==> src/rtl/button_debounce_pkg.sv <==
// -----------------------------------------------------------------------------
// button_debounce_pkg
//   Shared definitions for the push-button conditioning block.
//   - debounce_state_e : debounce FSM state encoding (also exported on the
//                        debug port so checkers can follow the FSM directly).
//   - DEFAULT_*        : default timing constants for a 50 MHz-class clock.
//   - is_held()        : true in the two states where the button counts as
//                        pressed (debounced level high).
// -----------------------------------------------------------------------------
package button_debounce_pkg;

    typedef enum logic [1:0] {
        ST_RELEASED        = 2'd0,
        ST_PRESS_PENDING   = 2'd1,
        ST_PRESSED         = 2'd2,
        ST_RELEASE_PENDING = 2'd3
    } debounce_state_e;

    // 1 ms of stability at 50 MHz before a level change is accepted.
    localparam int unsigned DEFAULT_DEBOUNCE_CYCLES   = 50_000;
    // 1 s of continuous hold at 50 MHz before a long press is reported.
    localparam int unsigned DEFAULT_LONG_PRESS_CYCLES = 50_000_000;
    // Two flops are the minimum for a safe metastability window.
    localparam int unsigned DEFAULT_SYNC_STAGES       = 2;

    // The debounced level is high while the FSM is in PRESSED or while a
    // release is still being qualified.
    function automatic logic is_held(input debounce_state_e st);
        return (st == ST_PRESSED) || (st == ST_RELEASE_PENDING);
    endfunction

endpackage

==> src/rtl/button_debounce_sync_2ff_n.sv <==
// -----------------------------------------------------------------------------
// button_debounce_sync_2ff_n
//   Generic N-stage flop synchroniser for a single asynchronous input.
//   Written without any button-specific logic so it can be reused for other
//   asynchronous pins.
//
// Parameters
//   Stages    number of flops in the chain (>= 2)
//   ResetVal  value loaded into every stage by reset
//
// Ports
//   clk_i   input  1  destination clock
//   rst_i   input  1  asynchronous reset, active-high
//   d_i     input  1  asynchronous data in
//   q_o     output 1  synchronised data out (last stage)
// -----------------------------------------------------------------------------
module button_debounce_sync_2ff_n #(
    parameter int unsigned Stages   = 2,
    parameter logic        ResetVal = 1'b0
) (
    input  logic clk_i,
    input  logic rst_i,
    input  logic d_i,
    output logic q_o
);

    if (Stages < 2) begin : g_bad_stages
        $error("button_debounce_sync_2ff_n: Stages must be >= 2");
    end

    logic [Stages-1:0] r_sync;

    // Shift towards the MSB; bit 0 is the only flop that can go metastable.
    always_ff @(posedge clk_i or posedge rst_i) begin
        if (rst_i) begin
            r_sync <= {Stages{ResetVal}};
        end else begin
            r_sync <= {r_sync[Stages-2:0], d_i};
        end
    end

    assign q_o = r_sync[Stages-1];

endmodule

==> src/rtl/button_debounce.sv <==
// -----------------------------------------------------------------------------
// button_debounce
//   Turns one raw, bouncy, asynchronous push-button pin into clean events:
//   synchroniser -> debounce FSM -> registered one-cycle pulses + stable level.
//
// Parameters
//   DebounceCycles   consecutive stable cycles needed to accept a change (>= 1)
//   LongPressCycles  cycles held after an accepted press before long_press_o (>= 1)
//   SyncStages       flops in the input synchroniser (>= 2)
//   ButtonActiveLow  1: btn_i low means pressed (inverted before synchroniser)
//
// Ports
//   clk_i         input  1  system clock
//   rst_i         input  1  asynchronous reset, active-high
//   btn_i         input  1  raw button pin
//   level_o       output 1  debounced pressed level (1 = pressed)
//   press_o       output 1  one-cycle pulse on accepted press
//   release_o     output 1  one-cycle pulse on accepted release
//   long_press_o  output 1  one-cycle pulse, at most once per press
//   dbg_state_o   output 2  current debounce FSM state
//
// Every output comes straight from a flop; btn_i has no combinational path
// to any output.
// -----------------------------------------------------------------------------
module button_debounce
    import button_debounce_pkg::*;
#(
    parameter int unsigned DebounceCycles  = DEFAULT_DEBOUNCE_CYCLES,
    parameter int unsigned LongPressCycles = DEFAULT_LONG_PRESS_CYCLES,
    parameter int unsigned SyncStages      = DEFAULT_SYNC_STAGES,
    parameter bit          ButtonActiveLow = 1'b0
) (
    input  logic            clk_i,
    input  logic            rst_i,
    input  logic            btn_i,
    output logic            level_o,
    output logic            press_o,
    output logic            release_o,
    output logic            long_press_o,
    output debounce_state_e dbg_state_o
);

    if (DebounceCycles < 1) begin : g_bad_debounce
        $error("button_debounce: DebounceCycles must be >= 1");
    end
    if (LongPressCycles < 1) begin : g_bad_long
        $error("button_debounce: LongPressCycles must be >= 1");
    end
    if (SyncStages < 2) begin : g_bad_sync
        $error("button_debounce: SyncStages must be >= 2");
    end

    localparam int unsigned DebW  = $clog2(DebounceCycles + 1);
    localparam int unsigned HoldW = $clog2(LongPressCycles + 1);

    localparam logic [DebW-1:0]  DebLast  = DebW'(DebounceCycles - 1);
    localparam logic [DebW-1:0]  DebMax   = DebW'(DebounceCycles);
    localparam logic [HoldW-1:0] HoldLast = HoldW'(LongPressCycles - 1);
    localparam logic [HoldW-1:0] HoldMax  = HoldW'(LongPressCycles);

    // ------------------------------------------------------------------
    // Input conditioning: normalise polarity before synchronising so the
    // synchroniser reset value always means "not pressed".
    // ------------------------------------------------------------------
    logic w_btn_norm;
    logic w_s;

    assign w_btn_norm = ButtonActiveLow ? ~btn_i : btn_i;

    button_debounce_sync_2ff_n #(
        .Stages   (SyncStages),
        .ResetVal (1'b0)
    ) u_sync (
        .clk_i (clk_i),
        .rst_i (rst_i),
        .d_i   (w_btn_norm),
        .q_o   (w_s)
    );

    // ------------------------------------------------------------------
    // State
    // ------------------------------------------------------------------
    debounce_state_e   r_state;
    logic [DebW-1:0]   r_deb_cnt;
    logic [HoldW-1:0]  r_hold_cnt;
    logic              r_long_flag;
    logic              r_level;
    logic              r_press;
    logic              r_release;
    logic              r_long;

    debounce_state_e   w_state_next;
    logic [DebW-1:0]   w_deb_next;
    logic [HoldW-1:0]  w_hold_next;
    logic              w_flag_next;
    logic              w_level_next;
    logic              w_press_next;
    logic              w_release_next;
    logic              w_long_next;

    logic [DebW-1:0]   w_deb_inc;
    logic [HoldW-1:0]  w_hold_inc;
    logic              w_held;

    // Both counters stick at their ceiling instead of wrapping.
    assign w_deb_inc  = (r_deb_cnt  == DebMax)  ? r_deb_cnt  : r_deb_cnt  + DebW'(1);
    assign w_hold_inc = (r_hold_cnt == HoldMax) ? r_hold_cnt : r_hold_cnt + HoldW'(1);
    assign w_held     = is_held(r_state);

    // ------------------------------------------------------------------
    // Debounce FSM and event generation
    // ------------------------------------------------------------------
    always_comb begin
        w_state_next   = r_state;
        w_deb_next     = r_deb_cnt;
        w_hold_next    = r_hold_cnt;
        w_flag_next    = r_long_flag;
        w_press_next   = 1'b0;
        w_release_next = 1'b0;
        w_long_next    = 1'b0;

        case (r_state)
            ST_RELEASED: begin
                if (w_s) begin
                    w_state_next = ST_PRESS_PENDING;
                    w_deb_next   = '0;
                end
            end

            ST_PRESS_PENDING: begin
                if (!w_s) begin
                    // Bounce: drop back without reporting anything.
                    w_state_next = ST_RELEASED;
                    w_deb_next   = '0;
                end else if (r_deb_cnt == DebLast) begin
                    w_state_next = ST_PRESSED;
                    w_press_next = 1'b1;
                    w_hold_next  = '0;
                end else begin
                    w_deb_next = w_deb_inc;
                end
            end

            ST_PRESSED: begin
                if (!w_s) begin
                    w_state_next = ST_RELEASE_PENDING;
                    w_deb_next   = '0;
                end
            end

            ST_RELEASE_PENDING: begin
                if (w_s) begin
                    // Release bounce: the hold time keeps accumulating, so a
                    // noisy contact cannot postpone the long-press report.
                    w_state_next = ST_PRESSED;
                end else if (r_deb_cnt == DebLast) begin
                    w_state_next   = ST_RELEASED;
                    w_release_next = 1'b1;
                    w_flag_next    = 1'b0;
                end else begin
                    w_deb_next = w_deb_inc;
                end
            end

            default: begin
                w_state_next = ST_RELEASED;
                w_deb_next   = '0;
            end
        endcase

        if (w_held) begin
            w_hold_next = w_hold_inc;
        end

        // Long press fires once per press. When the release is accepted in
        // the same cycle the hold threshold is reached, the release wins so
        // that at most one pulse output is ever high.
        if (w_held && (r_hold_cnt == HoldLast) && !r_long_flag && !w_release_next) begin
            w_long_next = 1'b1;
            w_flag_next = 1'b1;
        end

        w_level_next = is_held(w_state_next);
    end

    always_ff @(posedge clk_i or posedge rst_i) begin
        if (rst_i) begin
            r_state     <= ST_RELEASED;
            r_deb_cnt   <= '0;
            r_hold_cnt  <= '0;
            r_long_flag <= 1'b0;
            r_level     <= 1'b0;
            r_press     <= 1'b0;
            r_release   <= 1'b0;
            r_long      <= 1'b0;
        end else begin
            r_state     <= w_state_next;
            r_deb_cnt   <= w_deb_next;
            r_hold_cnt  <= w_hold_next;
            r_long_flag <= w_flag_next;
            r_level     <= w_level_next;
            r_press     <= w_press_next;
            r_release   <= w_release_next;
            r_long      <= w_long_next;
        end
    end

    assign level_o      = r_level;
    assign press_o      = r_press;
    assign release_o    = r_release;
    assign long_press_o = r_long;
    assign dbg_state_o  = r_state;

endmodule

==> config.mk <==
export PLATFORM = sky130hd
export DESIGN_NAME = button_debounce
export DESIGN_NICKNAME = d
export VERILOG_FILES = /design/src/rtl/button_debounce_pkg.sv /design/src/rtl/button_debounce_sync_2ff_n.sv /design/src/rtl/button_debounce.sv
export SDC_FILE = /design/constraint.sdc
export NUM_CORES = 1
export LEC_CHECK = 0
export ABC_CLOCK_PERIOD_IN_PS = 2200
export BUFFER_PORTS_ARGS = -buffer_cell sky130_fd_sc_hd__buf_2
export CAP_MARGIN = 20
export CORE_MARGIN = 8
export CORE_UTILIZATION = 64
export CTS_BUF_LIST = sky130_fd_sc_hd__clkbuf_4
export DETAILED_ROUTE_END_ITERATION = 16
export GPL_TIMING_DRIVEN = 0
export PLACE_DENSITY_LB_ADDON = 0.1
export SETUP_SLACK_MARGIN = 0.3
export SLEW_MARGIN = 5
export SYNTH_ARGS = -nofsm -noshare
export SYNTH_HDL_FRONTEND = slang
export SYNTH_SLANG_ARGS = --single-unit
==> constraint.sdc <==
create_clock -name clk_i -period 2.2 [get_ports clk_i]
set_input_delay 0.22 -clock clk_i [delete_from_list [all_inputs] [get_ports clk_i]]
set_output_delay 0.22 -clock clk_i [all_outputs]
set_load 0.01 [all_outputs]
### Word-level counts from Yosys, hierarchy flattened

Index checks and enable logic that the tools add are counted.
W data, S select, Z words.

| storage, ports and cells | value |
|---|---|
| register bits | 51 |
| input port bits | 3 |
| output and inout port bits | 6 |
| logic and storage cells | 70 |

| cells by class | value |
|---|---|
| add/subtract/negate cells | 2 |
| equality and inequality tests | 14 |
| mux-type cells | 29 |
| reductions and logical operators | 16 |

Operators by type and width:

| operator | count |
|---|---|
| $mux W26 | 5 |
| $mux W16 | 6 |
| $pmux W16 S4 | 1 |
| $eq A26 B26 Y1 const B | 2 |
| $eq A16 B16 Y1 const B | 2 |
| $add A26 B1 Y26 const B | 1 |
| $add A16 B1 Y16 const B | 1 |
| $mux W2 | 6 |
| $mux W1 | 10 |
| $reduce_bool A2 Y1 | 5 |
| $eq A2 B2 Y1 const B | 4 |
| $ne A2 B2 Y1 const B | 4 |
| $pmux W2 S4 | 1 |
| $reduce_and A3 Y1 | 2 |
| $reduce_and A4 Y1 | 1 |
| $logic_and A1 B1 Y1 | 3 |
| $eq A2 B1 Y1 const B | 1 |
| $logic_not A1 Y1 | 2 |
| $logic_not A2 Y1 | 1 |
| $logic_or A1 B1 Y1 | 2 |
| $ne A2 B1 Y1 const B | 1 |

### Logic depth before layout (Yosys ltp)

Gate-level depths: netlist of the first run.

| depth | value |
|---|---|
| depth in word-level cells | 8 |
| depth in mapped cells | 6 |
| gate-level depth less buffers | 6 |

### Cells and area by module

Synthesis of the first run repeated with hierarchy kept, for this count alone.

| second synthesis, totals | value |
|---|---|
| cells, all modules | 307 |
| area total of the unflattened synthesis | 2874.0 sq um |

Modules (own cells, without submodules):

| module | instances | cells each | area each (sq um) | sequential area each (sq um) |
|---|---|---|---|---|
| button_debounce | 1 | 304 | 2820.2 | 1201.2 |
| button_debounce_sync_2ff_n | 1 | 3 | 53.8 | 50.0 |

### Worst setup path after synthesis of the first run

OpenSTA, ideal clock, no wires.

| timing path | value |
|---|---|
| path type | register to register |
| from | reg r_deb_cnt[0] |
| to | reg r_deb_cnt[0] |
| library setup time | 125 ps |
| data arrival time | 1537 ps |
| required time | 2075 ps |
| path slack | 539 ps |
| stages on the path, launching flop included | 6 |
| path buffers | 0 |
| period minus slack after synthesis | 1661 ps |
| cell sequence | dfrtp_1 -> ha_1 -> and4b_1 -> o2111ai_1 -> o21ai_0 -> mux2_2 |

| on the way | value |
|---|---|
| cells in the longest elaborated chain, start to end | 5 |
| elaborated cells between the ends (all ways) | 8 |
| classes of those cells | 1 x add/sub; 2 x eq/ne; 5 x mux |

Ends and longest elaborated chain:

| item | RTL line | RTL |
|---|---|---|
| start: declaration | button_debounce.sv:84 | `logic [DebW-1:0] r_deb_cnt;` |
| start signal: assignment | button_debounce.sv:198 | `r_deb_cnt <= w_deb_next;` |
| $add A16 B1 Y16 or $eq A16 B16 Y1 (tied branches) | button_debounce.sv:106 | `assign w_deb_inc = (r_deb_cnt == DebMax) ? r_deb_cnt : r_deb_cnt + DebW'(1);` |
| $mux W16 | button_debounce.sv:106 |  |
| $mux W16 * | button_debounce.sv:135, button_debounce.sv:156 |  |
| $mux W16, on equally long branches | button_debounce.sv:152, button_debounce.sv:131 |  |
| $pmux W16 S4 * | button_debounce.sv:122 | `case (r_state)` |

Mark *: on every way between the ends. The rest lies on a longest branch, timed or not. The select of a mux whose other input is x is not followed.
A chain may end at the register's enable or synchronous reset.

### Worst setup path after layout of the first run

| timing path | value |
|---|---|
| from | reg u_sync.r_sync[1] |
| to | reg r_deb_cnt[10] |

| on the way | value |
|---|---|
| cells in the longest elaborated chain, start to end | 2 |
| elaborated cells between the ends (all ways) | 6 |
| classes of those cells | 3 x eq/ne; 2 x mux; 1 x reduce/logical |

Ends and longest elaborated chain:

| item | RTL line | RTL |
|---|---|---|
| start: declaration | button_debounce_sync_2ff_n.sv:31 | `logic [Stages-1:0] r_sync;` |
| start signal: assignment | button_debounce_sync_2ff_n.sv:36 | `r_sync <= {Stages{ResetVal}};` |
| start signal: assignment | button_debounce_sync_2ff_n.sv:38 | `r_sync <= {r_sync[Stages-2:0], d_i};` |
| $mux W16 (tied with other cells) | button_debounce.sv:131 | `if (!w_s) begin` |
| $pmux W16 S4 or $reduce_and A3 Y1 (tied branches) | - |  |

Several ways; a longest one is shown, not always the timed one.

==> impl_metrics.csv, run 1 <==
group,metric,value,unit
drt,drt-total-wl,5850,um
power_and_ir_drop,sw_frac_of_total,0.233,
synth,synth_top_area_cell,"dfrtp_1",
drt,drc,0,
synth,synth_area,2800,um^2
timing,fin_worst_skew,0.00770,ns
timing,finalWorstPathRequiredPeriod,1.83,ns
drt,routed_via_count_divided_by_cell_count,6.40,
timing,finalMaxSlewViolations,0,
final_layout,final_nets,317,
power_and_ir_drop,internal_power,0.00108,W
critical_path,crit_required,2.49,ns
final_layout,layout.core_utilization,0.723,
drt,num_vias,2325,
power_and_ir_drop,power_frac_clock,0.287,
clock_network,clock_sink_count,50,
worst_hold_path,min_delay_src,"u_sync.r_sync[0]",
synth,post_synth_num_cell_types,54,
worst_hold_path,min_path_cells,0,
global_route,via_count_of_the_first_global_routing_pass,2184,
synth,synth_async_sr_flop_share,1.00,
timing,grt_setup_unrepaired,"true",
job,max_cap_violations,0,
critical_path,worst_reg2reg_startpoint,"u_sync.r_sync[1]",
run_status,run_status,"completed",
final_layout,final_layout_size_suffix_gt1_frac,0.193,
global_route,grt_max_degree,33,
final_layout,area_delta_synth_final,11.0,%
die,core.rowCount,24,
die,design.portCount,9,
critical_path,timing.critical_path.fanout_max,10,
critical_path,crit_type,"flip-flop to flip-flop",
clock_network,clk_path_buf_depth,2,
global_route,global_route.overflow_total,0,
die,die_height,82.1,um
synth,synth_enable_flop_cells,0,
global_route,grt_pass1_wl,9850,um
timing,report.final.hold_viol_count,0,
die,start_util,0.652,
critical_path,worst-r2r-cell-count,6,
power_and_ir_drop,switching_power,0.000330,W
timing,timing.slew.headroom,0.643,
clock_network,ctsRootBufferMaster,"clkbuf_4",
power_and_ir_drop,power.density_cell_area,455,nW/um^2
critical_path,ff2ff_setup_slack,0.37,ns
critical_path,critPathCaptureType,"flip-flop",
power_and_ir_drop,combPwrFrac,0.054,
drt,antenna_left,0,
placed_design,dpl-instance-area,2920,um^2
die,placeableCoreArea,4290,um^2
drt,drtIter0Drc,171,
synth,synth.net_count,295,
timing,setup_viol,0,
global_route,grt_antenna_before_repair,0,
synth,yosysSeqAreaShare,0.447,
synth,synth_area_leaders,"dfrtp_1 (45%), o21ai_0 (3.6%), a21oi_1 (3.0%), nand3_1 (2.7%), nand4_1 (2.7%)",
worst_hold_path,worstHoldPathType,"flip-flop to flip-flop",
critical_path,crit-reg2reg-capture,"r_deb_cnt[10]",
power_and_ir_drop,seq_power_share,0.659,
placed_design,placement.io_buffers,8,
timing,clock.fmax,0.548,GHz
final_layout,antenna_cells_inserted,0,
die,total_die_area,6740,um^2
clock_network,tritoncts_clock_tree,"yes",
clock_network,worst_setup_hold_path_clk_slew,0.13,ns
global_route,grt.total_usage,0.184,
synth,synth_ff_type,"dfrtp_1",
die,die_w,82.1,um
power_and_ir_drop,vdd_ir_drop_max,0.327,mV
drt,wirelength_per_cell,16.1,um
timing,final.setup.tns,0,ns
drt,firstDrtPassIters,5,
synth,ys.warnings.count,0,
worst_hold_path,min_delay_worst_endpoint,"u_sync.r_sync[1]",
clock_network,cts_inserted_buffers,5,
critical_path,cp_data_arrival_time,2.12,ns
synth,synth-seq-cells,50,
final_layout,final_cell_area,3110,um^2
timing,layout_worst_path_cycle_share,0.830,
critical_path,cp-start-kind,"flip-flop",
timing,worst_slew_pin_slew,0.530,ns
placed_design,hpwl,4140,um
placed_design,gp_routability_congestion,0.860,
synth,netlist_instances,288,
clock_network,cts_htree_levels,2,
synth,synth_area_per_cell,9.71,um^2
clock_network,clock_latency,0.37,ns
power_and_ir_drop,p_leak,1.33,nW
synth,share_of_the_synthesized_area_in_the_top_cell_type,0.447,
==> area by class of cell <==
| cell class | instances | area, um^2 |
|---|---|---|
| Inverter | 16 | 60.1 |
| Fill cell | 338 | 1190 |
| Buffer | 13 | 97.6 |
| Multi-Input combinational cell | 209 | 1470 |
| Timing Repair Buffer | 15 | 110 |
| Clock buffer | 6 | 45.0 |
| Tap cell | 52 | 65.1 |
| Sequential cell | 50 | 1250 |
| Clock inverter | 2 | 8.76 |
==> metrics by stage <==
step                total power (W)  worst slack, ns  hold WS [ns]  std cells
floorplan                  0.000996            0.539         0.251        288
global placement            0.00101            0.187         0.327        348
detailed placement          0.00102            0.278         0.238        349
CTS                         0.00142            0.314         0.377        361
global route                0.00147            0.278         0.380        363
finish                      0.00141            0.375         0.370        363
==> power groups by stage <==
stage          Clock, W  Sequential (W)  Combinational, W
5_1_grt        0.000450        0.000933         0.0000873
3_3_place_gp          0        0.000949         0.0000658
2_1_floorplan         0        0.000947         0.0000492
6_report       0.000407        0.000932         0.0000762
4_1_cts        0.000419        0.000931         0.0000742
3_5_place_dp          0        0.000949         0.0000715
==> cell families after synthesis <==
| group | share of synthesized area |
|---|---|
| adders and majority gates | 0.0179 |
| xor gates and xnor gates | 0.0344 |
| and+or+nand+nor | 0.271 |
| DFF | 0.447 |
| muxes | 0.0188 |
| AOI/OAI and AO/OA | 0.156 |
| buffers and inverters | 0.0555 |
==> sequential cells by signal, summed over array words and instances (netlist names) <==
signal         flops
r_long_flag        1
r_hold_cnt        26
dbg_state_o        1
u_sync.r_sync      2
release_o          1
long_press_o       1
press_o            1
r_deb_cnt         16
level_o            1
==> routing by layer <==
layer  routed length, um  up-vias  global-route usage
li1                    -     1126                   -
met1                2490     1122               0.214
met2                2990       68               0.328
met3                 274        9              0.0411
met4                  95        0              0.0579
met5                   0        -                   0
==> cells in the mapped netlist (3+ instances only) <==
library cell / n
dfrtp_1: 50
a21o_1: 3
o21ai_0: 20
o31ai_1: 7
a31oi_1: 6
nor2_1: 16
or3_1: 7
ha_1: 4
a21oi_1: 17
buf_2: 7
a22o_1: 3
nand4_1: 12
nor3_1: 7
nor4_1: 5
or4_1: 8
nand3_1: 15
and4_1: 5
nand2_1: 15
xor2_1: 8
and3_1: 6
and2_1: 3
xnor2_1: 3
mux2i_1: 3
inv_1: 16
buf_6: 4
==> worst max-delay path by stage <==
stage,slack [ns],endpoint,cells after the start,from
global route,0.28,r_deb_cnt[10],6,u_sync.r_sync[1]
floorplan,0.54,r_deb_cnt[0],5,r_deb_cnt[0]
finish,0.37,r_deb_cnt[10],6,u_sync.r_sync[1]
global placement,0.19,r_hold_cnt[3],2,rst_i
detailed placement,0.28,r_hold_cnt[25],5,r_deb_cnt[10]
CTS,0.31,r_hold_cnt[25],5,r_deb_cnt[10]
==> worst max-delay path, cell delays in order, from the launching register on <==
cell and delay [ns]:
dfrtp_1 0.41, buf_2 0.19, xnor2_2 0.19, nor2_1 0.35, buf_2 0.29, o21ai_0 0.13, a31oi_1 0.19
==> cells in the final DEF, fill, tap and decap left out, types with 7 or more instances in the layout <==
| master | Yosys | routed |
|---|---|---|
| or3_1 | 7 | 7 |
| nand2_1 | 15 | 15 |
| nor2_1 | 16 | 16 |
| clkbuf_4 | 0 | 7 |
| or4_1 | 8 | 8 |
| xor2_1 | 8 | 8 |
| inv_1 | 16 | 15 |
| o31ai_1 | 7 | 7 |
| a21oi_1 | 17 | 17 |
| nand4_1 | 12 | 12 |
| dfrtp_1 | 50 | 49 |
| nand3_1 | 15 | 15 |
| buf_2 | 7 | 14 |
| o21ai_0 | 20 | 20 |
==> what timing repair did <==
item,4_1_cts,5_1_grt
endpoints found under the hold margin,19,0
endpoints found under the setup margin,21,38
setup buffers,2,2
hold buffers,2,0
resized for setup,1,14
pin swaps,1,2
(Power assumes the default switching activity.)
==> run 2: changes to the inputs <==
--- a/config.mk
+++ b/config.mk
@@ -5,7 +5,7 @@
 export SDC_FILE = /design/constraint.sdc
 export NUM_CORES = 1
 export LEC_CHECK = 0
-export ABC_CLOCK_PERIOD_IN_PS = 2200
+export ABC_CLOCK_PERIOD_IN_PS = 1750
 export BUFFER_PORTS_ARGS = -buffer_cell sky130_fd_sc_hd__buf_2
 export CAP_MARGIN = 20
 export CORE_MARGIN = 8
==> constraint.sdc (replaced) <==
create_clock -name clk_i -period 1.75 [get_ports clk_i]
set_input_delay 0.175 -clock clk_i [delete_from_list [all_inputs] [get_ports clk_i]]
set_output_delay 0.175 -clock clk_i [all_outputs]
set_load 0.01 [all_outputs]
==> run 2 against run 1 <==
Effect of this change: largest power group unchanged; final area grew 25%; setup slack worse by 0.47 ns; routed wire length increased by 61%; largest cell class unchanged; clock power rose by 38%; count of clock-buffer cells in the layout did not move; the run now ends with negative setup slack left; cell count rose by 12%; critical path type unchanged; die area is the same; fmax decreased by 1.3%.
==> impl_metrics.csv, run 2 (synthesized netlist as in run 1, its figures left out) <==
group,metric,value,unit
clock_network,cts_htree_levels,2,
die,total_die_area,6740,um^2
critical_path,crit_required,2.07,ns
final_layout,final_cell_area,3880,um^2
power_and_ir_drop,vdd_ir_drop_max,0.487,mV
global_route,grt_max_degree,33,
placed_design,gp_routability_congestion,0.884,
timing,layout_setup_ws,-0.0992,ns
timing,finalMaxSlewViolations,0,
power_and_ir_drop,seq_power_share,0.617,
power_and_ir_drop,sw_frac_of_total,0.261,
timing,layout_worst_path_cycle_share,1.06,
die,placeableCoreArea,4290,um^2
global_route,grt.total_usage,0.218,
timing,clock.fmax,0.541,GHz
power_and_ir_drop,internal_power,0.00141,W
final_layout,layout.cells.most_common_list,"buf_4 (41), dfrtp_1 (36), o21ai_0 (15)",
final_layout,layout_top_registers,"r_hold_cnt (26), r_deb_cnt (16), u_sync.r_sync (2)",
power_and_ir_drop,switching_power,0.000497,W
clock_network,ctsRootBufferMaster,"clkbuf_4",
clock_network,clk_path_buf_depth,2,
worst_hold_path,worstHoldPathType,"input pin to asynchronous set/reset pin",
final_layout,largest_register_ff_count,26,
drt,drt-total-wl,9440,um
global_route,global_route.overflow_total,0,
global_route,grt_antenna_before_repair,0,
final_layout,registers.top_by_ff_count,"r_hold_cnt",
drt,wirelength_per_cell,23.2,um
global_route,grt_pass1_wl,11600,um
critical_path,cp_data_arrival_time,2.16,ns
timing,fin_worst_skew,0.0227,ns
critical_path,crit-reg2reg-capture,"r_hold_cnt[0]",
drt,routed_via_count_divided_by_cell_count,7.14,
global_route,via_count_of_the_first_global_routing_pass,2570,
critical_path,timing.critical_path.from,"r_hold_cnt[0]",
job,max_cap_violations,0,
run_status,run_status,"complete, but fails checks",
critical_path,worst_reg2reg_startpoint,"r_hold_cnt[0]",
critical_path,critPathCaptureType,"flip-flop",
final_layout,layout_commonest_cell,"buf_4",
power_and_ir_drop,power.total,0.00191,W
critical_path,ff2ff_setup_slack,-0.1,ns
power_and_ir_drop,power_frac_clock,0.294,
final_layout,final_nets,360,
clock_network,clock_sink_count,50,
timing,finalWorstPathRequiredPeriod,1.85,ns
die,core.rowCount,24,
drt,drtIter0Drc,340,
clock_network,clock_latency,0.39,ns
drt,firstDrtPassIters,5,
timing,grt_setup_unrepaired,"true",
die,die_w,82.1,um
clock_network,worst_setup_hold_path_clk_slew,0.16,ns
critical_path,timing.critical_path.fanout_max,4,
drt,drc,0,
final_layout,final_layout_size_suffix_gt1_frac,0.466,
timing,report.final.hold_viol_count,0,
final_layout,area_delta_synth_final,38.7,%
clock_network,tritoncts_clock_tree,"yes",
placed_design,placement.io_buffers,8,
timing,timing.slew.headroom,0.702,
placed_design,dpl-instance-area,2970,um^2
run_status,violated_checks,"negative setup slack",
critical_path,slowest_stage,"dfrtp_2",
drt,num_vias,2897,
power_and_ir_drop,combPwrFrac,0.089,
die,start_util,0.652,
power_and_ir_drop,p_leak,1.66,nW
drt,antenna_left,0,
die,design.portCount,9,
placed_design,hpwl,4250,um
critical_path,worst-r2r-cell-count,6,
critical_path,cp-start-kind,"flip-flop",
clock_network,cts_inserted_buffers,5,
final_layout,antenna_cells_inserted,0,
critical_path,max_stage_delay,0.49,ns
timing,worst_slew_pin_slew,0.443,ns
critical_path,worstPathCellList,"inv_2 -> ha_4 -> nor4bb_2 -> nand4_1 -> o21ai_2 -> mux2i_1",
critical_path,crit_type,"flip-flop to flip-flop",
die,die_height,82.1,um
critical_path,crit_path_end,"r_hold_cnt[0]",
power_and_ir_drop,power.density_cell_area,491,nW/um^2
timing,setup_viol,4,
[run 2: worst min path at each step]
stage / start / endpoint / slack, ns / cells after the start
after floorplan: btn_i / u_sync.r_sync[0] / 0.21 / 0
after global placement: btn_i / u_sync.r_sync[0] / 0.28 / 1
after detailed placement: rst_i / r_deb_cnt[13] / 0.20 / 2
after CTS: rst_i / r_hold_cnt[1] / 0.33 / 3
after global routing: rst_i / r_deb_cnt[13] / 0.34 / 3
final: rst_i / r_hold_cnt[1] / 0.32 / 3
[run 2: worst max-delay path: cells and delay by family (launching register included)]
kind                       cells  cell delay (ns)
and+or+nand+nor                2             0.43
adders and majority gates      1             0.14
AOI/OAI and AO/OA              1             0.34
DFF                            1             0.49
buffers and inverters          1             0.10
muxes                          1             0.27
[run 2: cell type report]
| class | count | area (um^2) |
|---|---|---|
| flip-flops and latches | 50 | 1270 |
| multi-input cells | 209 | 1810 |
| repair buffers | 58 | 479 |
| fillers | 177 | 414 |
| inverters | 16 | 60.1 |
| clock buffers | 6 | 45.0 |
| plain buffers | 13 | 148 |
| clock inverters | 2 | 8.76 |
| well taps | 52 | 65.1 |
[run 2: stage by stage]
step	setup slack (ns)	TNS, ns	util	std cells	hold WS (ns)
2_1_floorplan	0.0907	0	-	288	0.206
3_3_place_gp	-0.404	-16.25	0.687	348	0.283
3_5_place_dp	-0.190	-3.85	0.692	349	0.201
4_1_cts	0.0969	0	0.814	392	0.331
5_1_grt	-0.151	-1.39	0.904	406	0.344
6_report	-0.0992	-0.181	0.904	406	0.320
[run 2: routing by layer]
metal,vias up,wire [um],share of wire,GRT usage
li1,1212,-,-,-
met1,1441,3440,0.36,0.242
met2,186,4880,0.52,0.401
met3,58,580,0.061,0.0379
met4,0,531,0.056,0.0930
met5,-,0,0,0
[run 2: repair_timing]
action / CTS / global route
hold buffers: 2 / 0
pin swaps: 18 / 15
buffers inserted: 31 / 13
setup endpoints to repair: 48 / 48
gates resized for setup: 48 / 59
gates cloned: 2 / 1
endpoints found under the hold margin: 19 / 0
[run 2: power groups by stage]
stage | registers, W | clock network (W) | logic (W)
5_1_grt | 0.00118 | 0.000594 | 0.000178
6_report | 0.00118 | 0.000560 | 0.000169
4_1_cts | 0.00117 | 0.000538 | 0.000127
3_3_place_gp | 0.00119 | 0 | 0.0000836
3_5_place_dp | 0.00119 | 0 | 0.0000913
2_1_floorplan | 0.00119 | 0 | 0.0000623
